File: src/rtl/rr_arbiter_3to8.sv
// rr_arbiter_3to8
//   Round-robin arbiter that gives one of 8 requesters exclusive use of a
//   3-to-8 decoded resource. A grant is a 3-bit index plus the matching
//   one-hot vector. The owner keeps the grant until it pulses done or drops
//   its request line. Every grant is followed by at least one idle cycle.
//
//   Optional feature: define RR_ARB_TIMEOUT_EN to enable a hold counter. A
//   grant held for TIMEOUT cycles is then forcibly released, and timeout
//   pulses for one cycle. Without the macro, timeout is constant 0.
//
// Parameters:
//   TIMEOUT    maximum grant hold time in cycles, 1..255
//              (only used with RR_ARB_TIMEOUT_EN)
//
// Ports:
//   clk        rising-edge clock
//   rst_n      asynchronous active-low reset
//   req[7:0]   request lines, bit i = requester i
//   done       single-cycle pulse: the current owner has finished
//   gnt_idx    index of the granted requester (stale when gnt_valid=0)
//   gnt[7:0]   one-hot grant, 1 << gnt_idx while gnt_valid, else 0
//   gnt_valid  a grant is active
//   timeout    one-cycle pulse on a forced release
module rr_arbiter_3to8 #(
  parameter int TIMEOUT = 16
) (
  input  logic       clk,
  input  logic       rst_n,
  input  logic [7:0] req,
  input  logic       done,
  output logic [2:0] gnt_idx,
  output logic [7:0] gnt,
  output logic       gnt_valid,
  output logic       timeout
);

  typedef enum logic {
    IDLE  = 1'b0,
    GRANT = 1'b1
  } state_t;

  state_t     state_reg, state_next;
  logic [2:0] last_reg, last_next;
  logic [2:0] idx_reg, idx_next;
  logic [7:0] gnt_reg, gnt_next;
  logic       valid_reg, valid_next;
  logic       timeout_reg, timeout_next;

  logic [2:0] rot_sel [8];
  logic [7:0] rot_req;
  logic [2:0] pick_off;
  logic [2:0] pick_idx;
  logic       pick_any;
  logic       limit_hit;
  logic       release_now;

  // Reject an out-of-range TIMEOUT when the design is elaborated.
  generate
    if (TIMEOUT < 1 || TIMEOUT > 255) begin : g_timeout_range_check
      $error("rr_arbiter_3to8: TIMEOUT must be in 1..255");
    end
  endgenerate

  // Rotate the request vector so that position 0 holds the requester just
  // after the last winner. A fixed-priority pick on the rotated vector is
  // then a round-robin pick on the original one.
  generate
    for (genvar gi = 0; gi < 8; gi++) begin : g_rotate
      assign rot_sel[gi] = last_reg + 3'(gi + 1);
      assign rot_req[gi] = req[rot_sel[gi]];
    end
  endgenerate

  // Scan downward so that the lowest set rotated position wins.
  always_comb begin
    pick_off = 3'd0;
    for (int k = 7; k >= 0; k--) begin
      if (rot_req[k]) begin
        pick_off = 3'(k);
      end
    end
  end

  assign pick_any = |req;
  assign pick_idx = rot_sel[pick_off];

`ifdef RR_ARB_TIMEOUT_EN
  localparam logic [7:0] HOLD_LIMIT = 8'(TIMEOUT - 1);

  logic [7:0] count_reg, count_next;

  // Reaching TIMEOUT-1 forces release on the next edge, so a grant is
  // visible for exactly TIMEOUT cycles.
  assign limit_hit = (state_reg == GRANT) && (count_reg == HOLD_LIMIT);

  always_comb begin
    count_next = count_reg;
    if (state_reg == IDLE) begin
      if (pick_any) begin
        count_next = 8'd0;
      end
    end else if (!release_now) begin
      count_next = count_reg + 8'd1;
    end
  end

  always_ff @(posedge clk or negedge rst_n) begin
    if (!rst_n) begin
      count_reg <= 8'd0;
    end else begin
      count_reg <= count_next;
    end
  end
`else
  assign limit_hit = 1'b0;
`endif

  // A withdrawn request counts as a release, the same as done.
  assign release_now = done | ~req[idx_reg] | limit_hit;

  always_comb begin
    state_next   = state_reg;
    last_next    = last_reg;
    idx_next     = idx_reg;
    gnt_next     = gnt_reg;
    valid_next   = valid_reg;
    timeout_next = 1'b0;
    case (state_reg)
      IDLE: begin
        // done arriving here is deliberately ignored.
        if (pick_any) begin
          state_next = GRANT;
          idx_next   = pick_idx;
          gnt_next   = 8'b0000_0001 << pick_idx;
          valid_next = 1'b1;
          last_next  = pick_idx;
        end
      end
      GRANT: begin
        // Requests from other lines are not looked at here. They are
        // arbitrated in the idle cycle that follows the release.
        if (release_now) begin
          state_next   = IDLE;
          gnt_next     = 8'h00;
          valid_next   = 1'b0;
          timeout_next = limit_hit;
        end
      end
      default: begin
        state_next = IDLE;
        gnt_next   = 8'h00;
        valid_next = 1'b0;
      end
    endcase
  end

  always_ff @(posedge clk or negedge rst_n) begin
    if (!rst_n) begin
      state_reg   <= IDLE;
      last_reg    <= 3'd7;
      idx_reg     <= 3'd0;
      gnt_reg     <= 8'h00;
      valid_reg   <= 1'b0;
      timeout_reg <= 1'b0;
    end else begin
      state_reg   <= state_next;
      last_reg    <= last_next;
      idx_reg     <= idx_next;
      gnt_reg     <= gnt_next;
      valid_reg   <= valid_next;
      timeout_reg <= timeout_next;
    end
  end

  assign gnt_idx   = idx_reg;
  assign gnt       = gnt_reg;
  assign gnt_valid = valid_reg;
  assign timeout   = timeout_reg;

endmodule

File: config.mk
export PLATFORM = sky130hd
export DESIGN_NAME = rr_arbiter_3to8
export DESIGN_NICKNAME = d
export VERILOG_FILES = /design/src/rtl/rr_arbiter_3to8.sv
export SDC_FILE = /design/constraint.sdc
export NUM_CORES = 1
export LEC_CHECK = 0
export ABC_AREA = 1
export CAP_MARGIN = 20
export CORE_UTILIZATION = 40
export CTS_CLUSTER_DIAMETER = 150
export DETAILED_ROUTE_END_ITERATION = 6
export SLEW_MARGIN = 0
export SYNTH_ARGS = -nofsm -noshare
export SYNTH_HDL_FRONTEND = slang
export SYNTH_SLANG_ARGS = --single-unit
File: constraint.sdc
create_clock -name clk -period 3 [get_ports clk]
set_input_delay 0.45 -clock clk [delete_from_list [all_inputs] [get_ports clk]]
set_output_delay 0.45 -clock clk [all_outputs]
set_load 0.02 [all_outputs]
==> key figures, run 1 <==
Outcome
  – Status: complete, no violations

CTS
  – H-tree depth: 1
  – Clk slew on worst S/H paths: 90 ps
  – Clock Latency Late Sink: 280 ps
  – Clk buf depth: 2
  – Clock sink count: 16
  – Clock root buffer: clkbuf_4
  – CTS buffer count: 3
  – CTS tree: done

Routing
  – Total Routed Length: 3250 µm
  – Number of vias per cell: 4.85
  – Routed len/inst: 12.0 µm
  – Drt first pass iters: 4
  – # DRC: 0
  – ANT nets after route: 0
  – Initial drt markers: 52
  – Vias post-DR: 1,313

Floorplanning
  – Die area: 3590 µm²
  – Core area: 3130 µm²
  – I/O pins: 24
  – # rows: 20
  – Chip Height: 59.9 µm
  – Starting density of the core: 42.9%
  – Die Width: 59.9 µm

Global route
  – First-pass GRT wire length: 5700 µm
  – Initial antenna violation count: 0
  – GR Overflow Total: 0
  – Total Routing Usage GR: 21.1%
  – Maximum number of pins on one net before global-route repair: 17
  – Number of global-route vias before repair: 1,296

Worst setup path
  – Critical R2R Capture: gnt[3]
  – Worst path arrival time: 2940 ps
  – Worst r2r path cells: 21
  – R2R setup slack: 290 ps
  – Critical Path Fanout Max: 11
  – Worst Setup End Kind: flop
  – Worst Setup Path Type: reg -> reg
  – Critical Path Start Type: flop
  – Required @ worst endpoint: 3230 ps
  – Worst R2R Start: last_reg[0]
  – Critical path origin: last_reg[0]

Place
  – Pre-CTS setup slack: 231 ps
  – IO Port Bufs: 22
  – GPL Wtd Cong: 0.851
  – Dpl hpwl: 2670 µm

STA
  – Final setup viols: 0
  – Worst-Margin Slew: 727 ps
  – Setup TNS Final: 0 ps
  – Worst slew margin: 51.4%
  – Setup WS post-layout: 292 ps
  – Final period utilization: 90.3%
  – Max-slew violation count: 0
  – Setup Skew: 3.32 ps
  – Max Freq: 369 MHz
  – Hold Fails Final Rpt: 0
  – RSZ-0062 raised after global routing: no
  – Minimum clock period: 2710 ps

Logic synthesis
  – Mapped Area: 1340 µm²
  – Synthesis-stage register bit count: 16
  – Area leader, netlist: dfrtp_1
  – Commonest cells in the netlist: nand2_1, nand3_1, inv_1
  – Post-synthesis cell type count: 31
  – Synth area leaders: dfrtp_1, nand2_1, nand3_1
  – Synth Area per Inst: 6.61 µm²
  – Number of synthesized flops with an enable pin: 0
  – Yosys Warn Count: 0
  – Synth Instances: 203
  – Asr flop ratio synth: 100%
  – Most common cell in the synthesized netlist: nand2_1
  – Syn Nets: 216
  – Top FF cell, synth: dfrtp_1
  – Yosys top cell area share: 24.3%
  – Post-synthesis sequential area ratio: 30.1%

Min path
  – Hold Startpoint: gnt_valid
  – Hold Crit Depth: 2
  – Worst Hold End: gnt_valid
  – Hold WC Path Type: reg -> reg

Job
  – Max-cap violations: 0

Final layout
  – Final nets: 241
  – Fill cells: 341
  – Ant. Diodes: 0
  – Layout cells sized above 1: 14.1%
  – Max FFs per register: 8
  – Area Growth Syn to Fin: 22.1%
## worst max-delay path by stage
stage	to	slack, ps	cells after the start
floorplan	gnt[3]	460	18
global placement	gnt[4]	260	19
detailed placement	gnt[0]	230	19
CTS	gnt[0]	200	19
global route	gnt[4]	5	21
finish	gnt[3]	290	21
## cells by family after synthesis
family	after synthesis	share of synthesized area, %
AOI/OAI and AO/OA	18	8.77
xor gates and xnor gates	4	3.17
adders and majority gates	2	1.87
buffers and inverters	25	9.70
DFF	16	30.1
other	1	0.280
and+or+nand+nor	137	46.1
## area by class of cell
type	count	area (µm²)	area share [%]
clock buffer	4	36.3	2.22
sequential	16	404	24.7
inverter	19	73.8	4.51
timing repair buffer	26	250	15.3
tap	44	55.1	3.36
multi-input combinational	162	818	50.0
## layout by cell type (no fill, tap or decap)
cell / count
a31oi_1: 3
and2_1: 1
nand3b_1: 1
buf_4: 4
inv_4: 1
dfrtp_1: 13
dfstp_2: 3
xor2_4: 1
nand3_2: 1
nand2_2: 11
nand2_4: 1
clkbuf_8: 1
clkbuf_4: 3
nor2_2: 3
clkdlybuf4s50_1: 22
nor2_1: 13
ha_1: 2
o21ai_1: 2
inv_2: 2
xor2_1: 1
and3_1: 1
o221ai_1: 2
o21ai_0: 9
a21oi_1: 1
a31oi_4: 1
conb_1: 1
nand3_1: 35
inv_1: 16
xnor2_1: 2
nor4_1: 1
nand2_1: 69
## critical path, cell delays in order, from the launching register on
cell and delay, ps:
dfstp_2 600, inv_4 100, ha_1 380, inv_1 150
nand3_1 120, nand2_1 70, nand2_1 50, nand2_2 90
nand2_1 50, nand2_1 50, nand2_1 40, nand2_1 50
nand2_1 60, nand2_2 120, nand2_4 100, nand2_1 110
nand3_1 90, nand2_2 100, nand2_2 90, nor2_2 110
nand2_1 70, nand2_1 50
## per-stage QoR
step	utilization, %	std cells	instance area [µm²]	hold slack [ps]
after detailed placement	50.1	264	1570	465
after global routing	52.4	271	1640	525
final	52.4	271	1640	484
after floorplan	-	203	1340	154
after CTS	51.3	268	1600	492
after global placement	50.1	264	1570	464
## metal layers
metal	up-vias	GRT usage, %	part of all wire (%)
li1	701	-	-
met1	593	28.1	49
met2	15	35.6	47
met3	4	3.90	1.9
met4	0	4.32	1.0
met5	-	0	0
## timing repair
item | 4_1_cts | 5_1_grt
resized for setup | 0 | 1
endpoints found under the setup margin | 0 | 10
setup buffers | 0 | 3
hold buffers | 0 | 0
Power of run 1 is left out: the tool's default activity adds up to more than one toggle a clock period on the data nets, which glitch-free logic cannot reach.
==> inputs of run 2 (changes only) <==
- PLACE_DENSITY: unset -> 0.72
==> run 2 against run 1 <==
Sequential share of layout area rose by 0.076 points; critical path depth up 1; fmax fell by 0.55%; non-clock buffer count fell by 1; worst setup slack got worse by 15 ps; routed wire length down 6.1%; hold slack improved by 2.7 ps; largest cell class unchanged; highest routed layer unchanged.
==> key figures, run 2 (synthesis gave the netlist of run 1 again) <==
Floorplanning
  – I/O pins: 24 (unchanged)
  – Starting density of the core: 42.9% (unchanged)
  – Die area: 3590 µm² (unchanged)
  – # rows: 20 (unchanged)
  – Chip Height: 59.9 µm (unchanged)
  – Core area: 3130 µm² (unchanged)
  – Die Width: 59.9 µm (unchanged)

Final layout
  – Layout cells sized above 1: 14.6% (was 14.1%)
  – Max FFs per register: 8 (unchanged)
  – Most frequent cells in the layout: nand2_1, nand3_1, clkdlybuf4s50_1, inv_1 (unchanged)
  – Commonest non-fill, non-tap cell in the layout: nand2_1 (unchanged)
  – Area Growth Syn to Fin: 21.7% (was 22.1%)
  – Ant. Diodes: 0 (unchanged)
  – Fill cells: 313 (was 341)
  – Final instance area: 1630 µm² (was 1640 µm²)
  – Final nets: 240 (was 241)

Routing
  – Number of vias per cell: 4.87 (was 4.85)
  – ANT nets after route: 0 (unchanged)
  – Vias post-DR: 1,316 (was 1,313)
  – Total Routed Length: 3050 µm (was 3250 µm)
  – Initial drt markers: 51 (was 52)
  – Routed len/inst: 11.3 µm (was 12.0 µm)
  – Drt first pass iters: 4 (unchanged)
  – # DRC: 0 (unchanged)

Worst setup path
  – Critical path origin: last_reg[1] (was last_reg[0])
  – R2R setup slack: 280 ps (was 290 ps)
  – Worst path arrival time: 2950 ps (was 2940 ps)
  – Worst r2r path cells: 22 (was 21)
  – Critical R2R Capture: gnt[3] (unchanged)
  – Critical Path Start Type: flop (unchanged)
  – Worst R2R Start: last_reg[1] (was last_reg[0])
  – Critical path endpoint: gnt[3] (unchanged)
  – Worst Setup End Kind: flop (unchanged)
  – Worst Setup Path Type: reg -> reg (unchanged)
  – Critical Path Fanout Max: 8 (was 11)
  – Required @ worst endpoint: 3230 ps (about the same)

CTS
  – Clk slew on worst S/H paths: 90 ps (about the same)
  – Clock Latency Late Sink: 280 ps (about the same)
  – Clk buf depth: 2 (unchanged)
  – CTS buffer count: 3 (unchanged)
  – H-tree depth: 1 (unchanged)
  – Clock sink count: 16 (unchanged)
  – Clock root buffer: clkbuf_4 (unchanged)
  – CTS tree: done (unchanged)

STA
  – Worst-Margin Slew: 744 ps (was 727 ps)
  – Final period utilization: 90.8% (was 90.3%)
  – Setup Skew: 4.57 ps (was 3.32 ps)
  – Worst slew margin: 50.2% (was 51.4%)
  – Max Freq: 367 MHz (was 369 MHz)
  – Final setup viols: 0 (unchanged)
  – Max-slew violation count: 0 (unchanged)
  – Hold Fails Final Rpt: 0 (unchanged)
  – Minimum clock period: 2720 ps (was 2710 ps)

Place
  – Placed Area: 1560 µm² (was 1570 µm²)
  – Dpl hpwl: 2420 µm (was 2670 µm)
  – IO Port Bufs: 22 (unchanged)
  – GPL Wtd Cong: 0.810 (was 0.851)

Job
  – Max-cap violations: 0 (unchanged)

Min path
  – Hold Startpoint: gnt_valid (unchanged)
  – Hold WC Path Type: reg -> reg (unchanged)

Global route
  – Maximum number of pins on one net before global-route repair: 17 (unchanged)
  – Total Routing Usage GR: 18.6% (was 21.1%)
  – Initial antenna violation count: 0 (unchanged)
  – GR Overflow Total: 0 (unchanged)
  – First-pass GRT wire length: 5020 µm (was 5700 µm)
  – Number of global-route vias before repair: 1,163 (was 1,296)

Outcome
  – Status: complete, no violations (unchanged)
[run 2: cell type report]
cell class / count / area (µm²) / area share (%)
multi-input combinational: 162 / 821 / 50.3
clock buffer: 4 / 36.3 / 2.22
sequential: 16 / 404 / 24.8
inverter: 19 / 73.8 / 4.52
timing repair buffer: 25 / 243 / 14.9
tap: 44 / 55.1 / 3.37
[run 2: per-layer routing]
layer | GRT usage, % | routed length [µm] | vias to the layer above
met5 | 0 | 0 | -
met3 | 1.95 | 74 | 2
li1 | - | - | 699
met2 | 29.2 | 1440 | 18
met4 | 5.32 | 19 | 0
met1 | 27.0 | 1520 | 597
[run 2: worst min-delay path by stage]
| stage | slack, ps | end | cells past startpoint |
|---|---|---|---|
| global route | 510 | gnt[1] | 2 |
| global placement | 460 | gnt_valid | 2 |
| CTS | 490 | gnt_valid | 2 |
| detailed placement | 460 | gnt_valid | 2 |
| floorplan | 150 | gnt[0] | 0 |
| finish | 490 | gnt_valid | 2 |
[run 2: stage by stage]
| step | util, % | TNS [ps] | worst slack [ps] | std cells | hold WS, ps |
|---|---|---|---|---|---|
| detailed placement | 49.9 | 0 | 221 | 263 | 463 |
| global placement | 49.9 | 0 | 250 | 263 | 464 |
| floorplan | - | 0 | 457 | 203 | 154 |
| finish | 52.2 | 0 | 277 | 270 | 487 |
| global route | 52.2 | -2.42 | -2.42 | 270 | 508 |
| CTS | 51.0 | 0 | 191 | 267 | 489 |
[run 2: what timing repair did]
item                       in CTS  in global routing
resized for setup               0                  3
setup endpoints to repair       0                 12
setup buffers                   0                  3
hold buffers                    0                  0
[run 2: critical path, cell delays in order, from the launching register on]
cell and delay [ps]:
dfstp_2 620, inv_1 130, ha_2 400, inv_2 70, nand3_1 110, nand2_1 60, nand2_1 70, nand2_2 60
nand2_1 50, nand2_1 40, nand2_1 50, nand2_1 40, nand2_1 70, nand2_2 100, nand2_4 130, nand2_1 100
nand2_1 70, nand2_1 60, nand2_2 100, nand2_2 90, nor2_2 130, nand2_1 60, nand2_1 50
Power of run 2 is left out for the same reason.
==> inputs of run 3 (changes only) <==
- CAP_MARGIN: 20 -> unset
- clock period: 3 -> 3.5 ns (I/O delays scaled with it)
==> run 3 against run 2 <==
Fmax decreased by 1.2%; hold slack better by 3.0 ps; first-iteration DRC count grew 7.8%; register-to-register slack gained 470 ps; die area is the same; cell area is 1.8% lower.
==> key figures, run 3 (synthesis gave the netlist of run 1 again) <==
Min path
  – Hold WC Path Type: reg -> reg (unchanged)

Routing
  – Number of vias per cell: 4.96 (was 4.87)
  – Total Routed Length: 3180 µm (was 3050 µm)
  – Initial drt markers: 55 (was 51)
  – Drt first pass iters: 4 (unchanged)
  – # DRC: 0 (unchanged)
  – Vias post-DR: 1,329 (was 1,316)
  – Routed len/inst: 11.9 µm (was 11.3 µm)
  – ANT nets after route: 0 (unchanged)

Final layout
  – Max FFs per register: 8 (unchanged)
  – Final instance area: 1600 µm² (was 1630 µm²)
  – Area Growth Syn to Fin: 19.6% (was 21.7%)
  – Layout cells sized above 1: 12.9% (was 14.6%)
  – Final nets: 238 (was 240)
  – Commonest non-fill, non-tap cell in the layout: nand2_1 (unchanged)
  – Most frequent cells in the layout: nand2_1, nand3_1, clkdlybuf4s50_1, inv_1 (unchanged)
  – Ant. Diodes: 0 (unchanged)

Floorplanning
  – Core area: 3130 µm² (unchanged)
  – I/O pins: 24 (unchanged)
  – Starting density of the core: 42.9% (unchanged)
  – Chip Height: 59.9 µm (unchanged)
  – Die area: 3590 µm² (unchanged)
  – # rows: 20 (unchanged)
  – Die Width: 59.9 µm (unchanged)

STA
  – RSZ-0062 raised after global routing: no
  – Setup TNS Final: 0 ps (unchanged)
  – Setup Skew: 0.822 ps (was 4.57 ps)
  – Final setup viols: 0 (unchanged)
  – Worst-Margin Slew: 705 ps (was 744 ps)
  – Minimum clock period: 2760 ps (was 2720 ps)
  – Hold Fails Final Rpt: 0 (unchanged)
  – Worst slew margin: 52.9% (was 50.2%)
  – Final period utilization: 78.8% (was 90.8%)
  – Max Freq: 363 MHz (was 367 MHz)
  – Max-slew violation count: 0 (unchanged)

CTS
  – Clk slew on worst S/H paths: 100 ps (was 90 ps)
  – Setup bufs post-CTS: 0 (unchanged)
  – Clock Latency Late Sink: 290 ps (was 280 ps)
  – Clk buf depth: 2 (unchanged)
  – Post-CTS Hold Buffers: 0 (unchanged)
  – CTS tree: done (unchanged)
  – Post_cts resized: 0 (unchanged)
  – Clock sink count: 16 (unchanged)
  – H-tree depth: 1 (unchanged)
  – CTS buffer count: 3 (unchanged)
  – Clock root buffer: clkbuf_4 (unchanged)

Worst setup path
  – Worst R2R Start: last_reg[0] (was last_reg[1])
  – Crit path largest cell delay: 650 ps (was 620 ps)
  – CP max-delay cell: dfstp_2 (unchanged)
  – Worst path most repeated cell: nand2_1 (unchanged)
  – Critical path origin: last_reg[0] (was last_reg[1])
  – Critical path endpoint: gnt[0] (was gnt[3])
  – Crit-path cells: inv_4 > ha_1 > inv_1 > nand3_1 > nand2_1 > nand2_1 > nand2_2 > nand2_1 > nand2_1 > nand2_1 > nand2_1 > nand2_1 > nand2_2 > nand2_4 > xor2_2 > inv_2 > nor2_1 > nand3_1 > nand2_1 (was inv_1 > ha_2 > inv_2 > nand3_1 > nand2_1 > nand2_1 > nand2_2 > nand2_1 > nand2_1 > nand2_1 > nand2_1 > nand2_1 > nand2_2 > nand2_4 > nand2_1 > nand2_1 > nand2_1 > nand2_2 > nand2_2 > nor2_2 > nand2_1 > nand2_1)
  – Worst Setup Path Type: reg -> reg (unchanged)
  – Critical Path Fanout Max: 11 (was 8)
  – Worst path arrival time: 3000 ps (was 2950 ps)
  – Worst Setup End Kind: flop (unchanged)
  – Required @ worst endpoint: 3740 ps (was 3230 ps)
  – Worst r2r path cells: 19 (was 22)
  – Critical Path Start Type: flop (unchanged)
  – Critical R2R Capture: gnt[0] (was gnt[3])
  – R2R setup slack: 740 ps (was 280 ps)

Global route
  – GR Overflow Total: 0 (unchanged)
  – Number of global-route vias before repair: 1,301 (was 1,163)
  – Initial antenna violation count: 0 (unchanged)
  – First-pass GRT wire length: 5630 µm (was 5020 µm)
  – Maximum number of pins on one net before global-route repair: 17 (unchanged)
  – Total Routing Usage GR: 21.0% (was 18.6%)

Place
  – Placed Area: 1570 µm² (was 1560 µm²)
  – Dpl hpwl: 2560 µm (was 2420 µm)
  – IO Port Bufs: 22 (unchanged)
  – GPL Wtd Cong: 0.820 (was 0.810)

Job
  – Max-cap violations: 0 (unchanged)

Outcome
  – Status: complete, no violations (unchanged)
[run 3: stage by stage]
step	std cells	util, %	setup WS (ps)	hold slack (ps)
after CTS	268	51.3	725	493
after detailed placement	264	50.1	756	467
after global routing	268	51.3	364	507
final	268	51.3	743	490
after floorplan	203	-	957	229
after global placement	264	50.1	770	464
[run 3: critical path, delay by kind of cell, from the launching register on]
| kind | cells | cell delay, ps |
|---|---|---|
| and+or+nand+nor | 14 | 1120 |
| DFF | 1 | 650 |
| adders and majority gates | 1 | 380 |
| buffers and inverters | 3 | 340 |
| xor gates and xnor gates | 1 | 220 |
[run 3: per-layer routing]
metal	up-vias	share of wire, %	GRT usage [%]
met3	5	2.5	2.60
met4	0	1.2	5.98
li1	695	-	-
met2	23	47	35.2
met1	606	49	28.2
met5	-	0	0
[run 3: worst min-delay path by stage]
stage	slack, ps	start	to	cells past startpoint
2_1_floorplan	230	rst_n	gnt[0]	0
3_5_place_dp	470	gnt_valid	gnt_valid	2
5_1_grt	510	gnt[0]	gnt[0]	2
4_1_cts	490	gnt_valid	gnt_valid	2
6_report	490	gnt_valid	gnt_valid	2
3_3_place_gp	460	gnt_valid	gnt_valid	2
[run 3: area by class of cell]
| cell class | instances | area (µm²) |
|---|---|---|
| fill | 329 | 1520 |
| clock buffer | 4 | 36.3 |
| tap | 44 | 55.1 |
| inverter | 19 | 73.8 |
| multi-input combinational | 162 | 807 |
| sequential | 16 | 404 |
| timing repair buffer | 23 | 228 |
Power of run 3 is left out for the same reason.
